### config.mk
export PLATFORM = sky130hd
export DESIGN_NAME = ejtag_dma_master_flat
export DESIGN_NICKNAME = d
export VERILOG_FILES = /design/src/rtl/ejtag_dma_master_if.sv /design/src/rtl/ejtag_dma_master.sv /design/src/flat_wrapper.sv
export SDC_FILE = /design/constraint.sdc
export NUM_CORES = 1
export LEC_CHECK = 0
export CAP_MARGIN = 25
export CORE_MARGIN = 2
export CORE_UTILIZATION = 50
export CTS_CLUSTER_DIAMETER = 200
export DETAILED_ROUTE_END_ITERATION = 8
export GPL_TIMING_DRIVEN = 0
export PLACE_DENSITY = 0.92
export SLEW_MARGIN = 20
export SYNTH_ARGS = -nofsm -noshare
export SYNTH_HDL_FRONTEND = slang
export SYNTH_SLANG_ARGS = --single-unit
### constraint.sdc
create_clock -name CORE_CLOCK -period 4.3 [get_ports CORE_CLOCK]
set_clock_uncertainty 0.1 [all_clocks]
set_input_delay 0.43 -clock CORE_CLOCK [delete_from_list [all_inputs] [get_ports CORE_CLOCK]]
set_output_delay 0.43 -clock CORE_CLOCK [all_outputs]
set_load 0.03 [all_outputs]
### src/rtl/ejtag_dma_master_if.sv
// System-bus side of the EJTAG DMA master: request/grant arbitration plus a single-beat
// address/data phase.
// Handshake: DMA_REQ stays high until BUS_GNT is sampled high; DMA_VALID then holds
// DMA_RD/ADDR/BE/WDATA stable until BUS_ACK or BUS_ERR is sampled high, and BUS_RDATA is
// only meaningful with BUS_ACK.
interface ejtag_dma_master_if;
  logic        DMA_REQ;
  logic        BUS_GNT;
  logic        DMA_VALID;
  logic        DMA_RD;
  logic [31:0] DMA_ADDR;
  logic [3:0]  DMA_BE;
  logic [31:0] DMA_WDATA;
  logic        BUS_ACK;
  logic        BUS_ERR;
  logic [31:0] BUS_RDATA;

  modport master (
    output DMA_REQ, DMA_VALID, DMA_RD, DMA_ADDR, DMA_BE, DMA_WDATA,
    input  BUS_GNT, BUS_ACK, BUS_ERR, BUS_RDATA
  );

  modport slave (
    input  DMA_REQ, DMA_VALID, DMA_RD, DMA_ADDR, DMA_BE, DMA_WDATA,
    output BUS_GNT, BUS_ACK, BUS_ERR, BUS_RDATA
  );
endinterface

### src/rtl/ejtag_dma_master.sv
// EJTAG DMA bus master: one single-beat read or write per start pulse, with alignment
// checking, a bus timeout, and a one-cycle completion pulse back to the JTAG side.
module ejtag_dma_master #(
  parameter int TIMEOUT = 255
) (
  input  logic        CORE_CLOCK,
  input  logic        RESET_D1_R_N,
  input  logic        EJC_DMASTART,
  input  logic        EJC_DMAREAD,
  input  logic [1:0]  EJC_DMASIZE,
  input  logic        EJC_DMAINC,
  input  logic [31:0] EJSN_ADDR,
  input  logic [31:0] EJSN_DATA,
  ejtag_dma_master_if.master bus,
  output logic        EJD_EVAL,
  output logic [31:0] EJD_RDATA,
  output logic        EJD_DERR,
  output logic [31:0] EJD_ADDR_NEXT,
  output logic        EJD_BUSY,
  output logic [2:0]  o_dbg_state
);

  typedef enum logic [2:0] {
    S_IDLE = 3'd0,
    S_CHK  = 3'd1,
    S_REQ  = 3'd2,
    S_XFER = 3'd3,
    S_DONE = 3'd4
  } state_t;

  localparam logic [7:0] L_CNT_LAST = 8'(TIMEOUT - 1);

  state_t      r_state;
  logic        r_read;
  logic [1:0]  r_size;
  logic        r_inc;
  logic [31:0] r_addr;
  logic [31:0] r_wdata;
  logic [3:0]  r_be;
  logic        r_req;
  logic        r_valid;
  logic [7:0]  r_cnt;
  logic        r_eval;
  logic [31:0] r_rdata;
  logic        r_derr;
  logic [31:0] r_addr_next;

  logic [3:0]  w_be;
  logic        w_misalign;
  logic        w_timeout;
  logic [31:0] w_shift;
  logic [31:0] w_rd_sel;
  logic [31:0] w_step;
  logic [31:0] w_wdata_cap;
  logic        w_done;
  logic        w_err;

  always_comb begin
    w_be       = 4'b0000;
    w_misalign = 1'b0;
    w_step     = 32'd0;
    case (r_size)
      2'b00: begin
        w_be   = 4'b0001 << r_addr[1:0];
        w_step = 32'd1;
      end
      2'b01: begin
        w_be       = r_addr[1] ? 4'b1100 : 4'b0011;
        w_misalign = r_addr[0];
        w_step     = 32'd2;
      end
      2'b10: begin
        w_be       = 4'b1111;
        w_misalign = (r_addr[1:0] != 2'b00);
        w_step     = 32'd4;
      end
      default: w_misalign = 1'b1;
    endcase
  end

  // Addressed lanes are shifted down to bit 0; a legal half/word address keeps the shift in range.
  always_comb begin
    w_shift  = bus.BUS_RDATA >> {r_addr[1:0], 3'b000};
    w_rd_sel = w_shift;
    case (r_size)
      2'b00:   w_rd_sel = {24'h0, w_shift[7:0]};
      2'b01:   w_rd_sel = {16'h0, w_shift[15:0]};
      default: w_rd_sel = w_shift;
    endcase
  end

  always_comb begin
    case (EJC_DMASIZE)
      2'b00:   w_wdata_cap = {4{EJSN_DATA[7:0]}};
      2'b01:   w_wdata_cap = {2{EJSN_DATA[15:0]}};
      default: w_wdata_cap = EJSN_DATA;
    endcase
  end

  assign w_timeout = (r_cnt == L_CNT_LAST);

  // Which busy-state exits end the transfer, and whether they end it in error.
  always_comb begin
    w_done = 1'b0;
    w_err  = 1'b0;
    case (r_state)
      S_CHK: begin
        w_done = w_misalign;
        w_err  = w_misalign;
      end
      S_REQ: begin
        w_done = w_timeout;
        w_err  = w_timeout;
      end
      S_XFER: begin
        w_done = bus.BUS_ERR | bus.BUS_ACK | w_timeout;
        w_err  = bus.BUS_ERR | (~bus.BUS_ACK & w_timeout);
      end
      default: begin
        w_done = 1'b0;
        w_err  = 1'b0;
      end
    endcase
  end

  always_ff @(posedge CORE_CLOCK or negedge RESET_D1_R_N) begin
    if (!RESET_D1_R_N) begin
      r_state     <= S_IDLE;
      r_read      <= 1'b0;
      r_size      <= 2'b00;
      r_inc       <= 1'b0;
      r_addr      <= 32'h0;
      r_wdata     <= 32'h0;
      r_be        <= 4'h0;
      r_req       <= 1'b0;
      r_valid     <= 1'b0;
      r_cnt       <= 8'h0;
      r_eval      <= 1'b0;
      r_rdata     <= 32'h0;
      r_derr      <= 1'b0;
      r_addr_next <= 32'h0;
    end else begin
      r_eval <= 1'b0;
      if (r_state == S_CHK || r_state == S_REQ || r_state == S_XFER)
        r_cnt <= r_cnt + 8'd1;
      if (r_state == S_XFER && bus.BUS_ACK && !bus.BUS_ERR && r_read)
        r_rdata <= w_rd_sel;

      if (w_done) begin
        r_state     <= S_DONE;
        r_req       <= 1'b0;
        r_valid     <= 1'b0;
        r_eval      <= 1'b1;
        r_derr      <= w_err;
        r_addr_next <= (r_inc && !w_err) ? r_addr + w_step : r_addr;
      end else begin
        case (r_state)
          S_IDLE: begin
            if (EJC_DMASTART) begin
              r_read  <= EJC_DMAREAD;
              r_size  <= EJC_DMASIZE;
              r_inc   <= EJC_DMAINC;
              r_addr  <= EJSN_ADDR;
              r_wdata <= w_wdata_cap;
              r_derr  <= 1'b0;
              r_cnt   <= 8'h0;
              r_state <= S_CHK;
            end
          end
          S_CHK: begin
            r_be    <= w_be;
            r_req   <= 1'b1;
            r_state <= S_REQ;
          end
          S_REQ: begin
            if (bus.BUS_GNT) begin
              r_req   <= 1'b0;
              r_valid <= 1'b1;
              r_state <= S_XFER;
            end
          end
          S_XFER:  r_state <= S_XFER;
          S_DONE:  r_state <= S_IDLE;
          default: r_state <= S_IDLE;
        endcase
      end
    end
  end

  assign bus.DMA_REQ   = r_req;
  assign bus.DMA_VALID = r_valid;
  assign bus.DMA_RD    = r_read;
  assign bus.DMA_ADDR  = {r_addr[31:2], 2'b00};
  assign bus.DMA_BE    = r_be;
  assign bus.DMA_WDATA = r_wdata;

  assign EJD_EVAL      = r_eval;
  assign EJD_RDATA     = r_rdata;
  assign EJD_DERR      = r_derr;
  assign EJD_ADDR_NEXT = r_addr_next;
  assign EJD_BUSY      = (r_state != S_IDLE);
  assign o_dbg_state   = r_state;

endmodule

### src/flat_wrapper.sv
// flat-port wrapper written by rule: the top's interface ports become plain ports
module ejtag_dma_master_flat 
#(
  parameter int TIMEOUT = 255
)
  (CORE_CLOCK, RESET_D1_R_N, EJC_DMASTART, EJC_DMAREAD, EJC_DMASIZE, EJC_DMAINC, EJSN_ADDR, EJSN_DATA, EJD_EVAL, EJD_RDATA, EJD_DERR, EJD_ADDR_NEXT, EJD_BUSY, o_dbg_state, bus_DMA_REQ, bus_DMA_VALID, bus_DMA_RD, bus_DMA_ADDR, bus_DMA_BE, bus_DMA_WDATA, bus_BUS_GNT, bus_BUS_ACK, bus_BUS_ERR, bus_BUS_RDATA);
  ejtag_dma_master_if bus_i ();
  input  logic CORE_CLOCK;
  input  logic RESET_D1_R_N;
  input  logic EJC_DMASTART;
  input  logic EJC_DMAREAD;
  input  logic [1:0] EJC_DMASIZE;
  input  logic EJC_DMAINC;
  input  logic [31:0] EJSN_ADDR;
  input  logic [31:0] EJSN_DATA;
  output logic EJD_EVAL;
  output logic [31:0] EJD_RDATA;
  output logic EJD_DERR;
  output logic [31:0] EJD_ADDR_NEXT;
  output logic EJD_BUSY;
  output logic [2:0] o_dbg_state;
  output wire logic [$bits(bus_i.DMA_REQ)-1:0] bus_DMA_REQ;
  output wire logic [$bits(bus_i.DMA_VALID)-1:0] bus_DMA_VALID;
  output wire logic [$bits(bus_i.DMA_RD)-1:0] bus_DMA_RD;
  output wire logic [$bits(bus_i.DMA_ADDR)-1:0] bus_DMA_ADDR;
  output wire logic [$bits(bus_i.DMA_BE)-1:0] bus_DMA_BE;
  output wire logic [$bits(bus_i.DMA_WDATA)-1:0] bus_DMA_WDATA;
  input wire logic [$bits(bus_i.BUS_GNT)-1:0] bus_BUS_GNT;
  input wire logic [$bits(bus_i.BUS_ACK)-1:0] bus_BUS_ACK;
  input wire logic [$bits(bus_i.BUS_ERR)-1:0] bus_BUS_ERR;
  input wire logic [$bits(bus_i.BUS_RDATA)-1:0] bus_BUS_RDATA;
  assign bus_DMA_REQ = bus_i.DMA_REQ;
  assign bus_DMA_VALID = bus_i.DMA_VALID;
  assign bus_DMA_RD = bus_i.DMA_RD;
  assign bus_DMA_ADDR = bus_i.DMA_ADDR;
  assign bus_DMA_BE = bus_i.DMA_BE;
  assign bus_DMA_WDATA = bus_i.DMA_WDATA;
  assign bus_i.BUS_GNT = bus_BUS_GNT;
  assign bus_i.BUS_ACK = bus_BUS_ACK;
  assign bus_i.BUS_ERR = bus_BUS_ERR;
  assign bus_i.BUS_RDATA = bus_BUS_RDATA;
  ejtag_dma_master #(.TIMEOUT(TIMEOUT)) u_core (.CORE_CLOCK(CORE_CLOCK), .RESET_D1_R_N(RESET_D1_R_N), .EJC_DMASTART(EJC_DMASTART), .EJC_DMAREAD(EJC_DMAREAD), .EJC_DMASIZE(EJC_DMASIZE), .EJC_DMAINC(EJC_DMAINC), .EJSN_ADDR(EJSN_ADDR), .EJSN_DATA(EJSN_DATA), .bus(bus_i), .EJD_EVAL(EJD_EVAL), .EJD_RDATA(EJD_RDATA), .EJD_DERR(EJD_DERR), .EJD_ADDR_NEXT(EJD_ADDR_NEXT), .EJD_BUSY(EJD_BUSY), .o_dbg_state(o_dbg_state));
endmodule
==> key figures <==
Run status
  – Result of the run: completed

STA
  – Final Hold Viols: 0
  – Worst Hold Slack: 0.3784 ns
  – Slew at the pin closest to its max-slew limit: 0.9275 ns
  – Final Slew Violations: 0
  – Final critical-path required period: 2.940 ns
  – Headroom to the max-slew limit: 37.94%
  – Fmax: 0.3401 GHz
  – Final critical-path share of the clock period: 68.38%
  – Setup violation total in the final timing report: 0
  – Fin worst setup slack: 1.360 ns
  – Setup repair after global routing missed its margin: false

Routing
  – Starting DRC count in detailed routing: 834
  – Number of vias per cell after detailed routing: 5.589
  – Detailed-route DRC error count: 0
  – Detailed route wirelength on metal3: 2694 µm
  – Final ANT Viol Nets: 0
  – Vias: 7188
  – Overall routed net length: 24410 µm
  – Routed length on met1: 8880 µm
  – Post-DR wirelength/cell: 18.98 µm
  – Highest routed metal layer: met4
  – 1st-pass router iterations: 5
  – Routed length on met2: 11970 µm

Setup path
  – Setup Crit Path Kind: flop to flop
  – Critical Path Source Type: flop
  – CP Data Required Time: 4.51 ns
  – FF-to-FF path depth: 10
  – Data arrival time of the critical path: 3.15 ns
  – Type of element capturing the critical path: flop
  – Highest net fanout along the worst path: 10

Place
  – Gp weighted congestion: 0.9380
  – Post-Place Cell Area: 10350 µm²
  – Count of input and output buffers: 242
  – Worst slack at placement: 1.376 ns
  – Post-DP HPWL: 18120 µm

Yosys
  – Multiplexer share of the synthesized area: 7.241%
  – Area share of the largest cell type after synthesis: 49.36%
  – Synth Area per Inst: 9.324 µm²
  – Sequential share of the synthesized area: 49.36%
  – Post-synthesis async set-or-reset flop share: 100.0%
  – Number of unique standard cell types used by synthesis: 52
  – Top cells by area, synth: sky130_fd_sc_hd__dfrtp_1, sky130_fd_sc_hd__nand2_1, sky130_fd_sc_hd__mux2i_1
  – Warnings, synthesis: 0
  – Share of synthesized cell area in full adder, half adder and majority cells: 1.079%
  – Xor/xnor share of the synthesized area: 4.119%
  – Post-Syn Area: 7655 µm²
  – Number of synthesized flops with an enable pin: 0
  – Largest family of logic cells by synthesized area: simple AND/OR/NAND/NOR gates
  – Synthesized instance count: 821
  – Most used flip-flop cell after synthesis: sky130_fd_sc_hd__dfrtp_1
  – Yosys top cell by area: sky130_fd_sc_hd__dfrtp_1
  – Flop and latch count out of synthesis: 151
  – Compound-Gate Fraction of Synth Area: 10.84%
  – Simple-Gate Fraction of Synth Area: 20.99%

Finish
  – Synth-to-Final Area Change: 43.43%
  – Commonest non-fill, non-tap cells in the layout: sky130_fd_sc_hd__clkdlybuf4s50_1, sky130_fd_sc_hd__nand2_1, sky130_fd_sc_hd__dfrtp_1, sky130_fd_sc_hd__o21ai_0, sky130_fd_sc_hd__mux2i_1
  – Fraction of layout instances using a drive strength above 1: 9.654%
  – Most common library cell in the layout ignoring fill and taps: sky130_fd_sc_hd__clkdlybuf4s50_1
  – Cell area after layout: 10980 µm²
  – Final #Nets: 1197
  – Antenna diode count: 0

Die
  – I/O pin total: 247
  – Core Area: 15090 µm²
  – Effective utilization at floorplan: 50.73%
  – Chip Height: 127.7 µm
  – Area enclosed by the die boundary: 16320 µm²
  – DIE WIDTH: 127.7 µm
  – Number of rows created at floorplan: 45

GRT
  – Grt ovf: 0
  – Total GRT Usage: 30.66%
  – Wire length of the first global-routing pass: 38330 µm
  – Number of global-route vias before repair: 7306
  – Largest net degree at the start of global routing: 82
  – Number of antenna violations at the first check in global routing: 0

Clock tree
  – Clk Latency, worst-skew pair: 0.43 ns
  – Count of cells resized by post-cts repair: 0
  – CTS max path bufs: 2
  – Number of sinks on the clock net: 151
  – H-tree Lvls: 4
  – CTS Root Buffer Type: sky130_fd_sc_hd__clkbuf_16
  – TritonCTS Buffers: 17
  – Reg clk slew, reported paths: 0.06 ns
  – CTS tree: yes

Pwr
  – Cell-internal power: 4.883 mW
  – Power share of the sequential group: 29.6%
  – Power density over cell area: 794.5 nW/µm²
  – Part of the power in the clock network: 18.1%
  – Leakage power: 4.813 nW
  – Net Switching: 3.840 mW
  – Share of total power in combinational logic: 52.2%
  – Peak ir drop on the vdd network: 0.4413 mV
  – Switching power share of the total: 44.02%

Flow run
  – Max cap viols: 0

Worst hold path
  – Hold WC Path Type: flop to flop
  – Worst Hold Depth: 2
==> logic make-up after synthesis <==
family,after synthesis
adder cells (fa/ha/maj),6
buffers and inverters,90
flip-flops,151
multiplexers,54
XOR/XNOR,36
AO/OA/AOI/OAI,137
AND/OR/NAND/NOR,346
other,1
==> power by group through the flow <==
stage	Clock (mW)	Combinational (mW)	Sequential, mW
final	1.58	4.56	2.59
after global routing	1.67	4.86	2.67
after CTS	1.59	4.55	2.57
after detailed placement	0	4.51	2.59
after global placement	0	4.40	2.56
after floorplan	0	1.95	3.29
==> flip-flops by register name (all words and copies together), names as in the netlist <==
signal,flops
u_core.EJD_EVAL,1
u_core.bus.DMA_REQ,1
u_core.bus.DMA_VALID,1
u_core.EJD_ADDR_NEXT,32
u_core.EJD_DERR,1
u_core.bus.DMA_WDATA,32
u_core.bus.DMA_BE,4
u_core.r_cnt,8
u_core.EJD_RDATA,32
u_core.bus.DMA_RD,1
u_core.o_dbg_state,3
u_core.r_addr,32
u_core.r_inc,1
u_core.r_size,2
==> routing by layer <==
metal | up-vias | GRT usage [%]
met3 | 65 | 9.891
li1 | 3282 | -
met4 | 0 | 14.03
met5 | - | 0
met1 | 3427 | 35.83
met2 | 414 | 51.65
==> cells in the mapped netlist (2+ instances only) <==
cell type,number
sky130_fd_sc_hd__o21ai_1,15
sky130_fd_sc_hd__nand3_1,14
sky130_fd_sc_hd__inv_1,9
sky130_fd_sc_hd__buf_2,6
sky130_fd_sc_hd__clkbuf_1,30
sky130_fd_sc_hd__nand2_1,224
sky130_fd_sc_hd__nand2b_1,2
sky130_fd_sc_hd__dfrtp_1,151
sky130_fd_sc_hd__buf_6,2
sky130_fd_sc_hd__and2_1,4
sky130_fd_sc_hd__nor4b_2,4
sky130_fd_sc_hd__buf_4,33
sky130_fd_sc_hd__nor3_1,8
sky130_fd_sc_hd__and3_1,3
sky130_fd_sc_hd__a22o_1,8
sky130_fd_sc_hd__o31ai_1,11
sky130_fd_sc_hd__a211oi_1,10
sky130_fd_sc_hd__nor4_2,7
sky130_fd_sc_hd__o21ai_0,58
sky130_fd_sc_hd__a21oi_1,22
sky130_fd_sc_hd__inv_2,2
sky130_fd_sc_hd__mux2i_1,43
sky130_fd_sc_hd__nor2b_1,13
sky130_fd_sc_hd__mux2_2,11
sky130_fd_sc_hd__ha_1,5
sky130_fd_sc_hd__nor3_2,3
sky130_fd_sc_hd__a21o_1,3
sky130_fd_sc_hd__nor3b_1,5
sky130_fd_sc_hd__nand4_1,11
sky130_fd_sc_hd__nor2_1,35
sky130_fd_sc_hd__xnor2_1,28
sky130_fd_sc_hd__buf_1,8
sky130_fd_sc_hd__xor2_1,8
sky130_fd_sc_hd__nor4_1,7
==> stage by stage <==
stage / power [mW] / utilization [%] / setup TNS, ns / instances
4_1_cts: 8.713 / 72.76 / 0 / 1286
6_report: 8.723 / 72.76 / 0 / 1286
5_1_grt: 9.193 / 72.76 / 0 / 1286
3_5_place_dp: 7.101 / 68.58 / 0 / 1253
2_1_floorplan: 5.231 / - / 0 / 822
3_3_place_gp: 6.959 / 68.37 / -503.18 / 1252
==> critical path: stages, from the launching register on <==
cell                       delay (ns)
sky130_fd_sc_hd__dfrtp_1         0.37
sky130_fd_sc_hd__clkbuf_1        0.20
sky130_fd_sc_hd__nor2_1          0.19
sky130_fd_sc_hd__ha_1            0.21
sky130_fd_sc_hd__fa_1            0.23
sky130_fd_sc_hd__a21oi_1         0.11
sky130_fd_sc_hd__nor2b_1         0.42
sky130_fd_sc_hd__nand3_2         0.31
sky130_fd_sc_hd__nor4_2          0.33
sky130_fd_sc_hd__xor2_1          0.10
sky130_fd_sc_hd__mux2_2          0.27
==> final cells by class <==
cell class,count,area (µm²)
Fill cell,1064,4110
Sequential cell,151,3779
Multi-Input combinational cell,581,3396
Timing Repair Buffer,244,2465
Clock buffer,19,442.9
Buffer,79,442.9
Tap cell,188,235.2
Clock inverter,13,177.7
Inverter,11,41.29
==> worst paths after layout <==
path | to | slack (ns) | start
min | u_core.bus.DMA_WDATA[27] | 0.38 | u_core.bus.DMA_WDATA[27]
min in group asynchronous | u_core.EJD_ADDR_NEXT[4] | 0.44 | RESET_D1_R_N
max in group asynchronous | u_core.bus.DMA_WDATA[3] | 2.89 | RESET_D1_R_N
max | u_core.EJD_ADDR_NEXT[30] | 1.36 | u_core.r_size[1]
min reg2reg | u_core.bus.DMA_WDATA[27] | 0.38 | u_core.bus.DMA_WDATA[27]
max reg2reg | u_core.EJD_ADDR_NEXT[30] | 1.36 | u_core.r_size[1]
==> repair_timing <==
action / in CTS / in global routing
hold buffers: 1 / 0
setup buffers: 0 / 0
hold endpoints to repair: 70 / 0
Power figures use the tool's default switching activity.
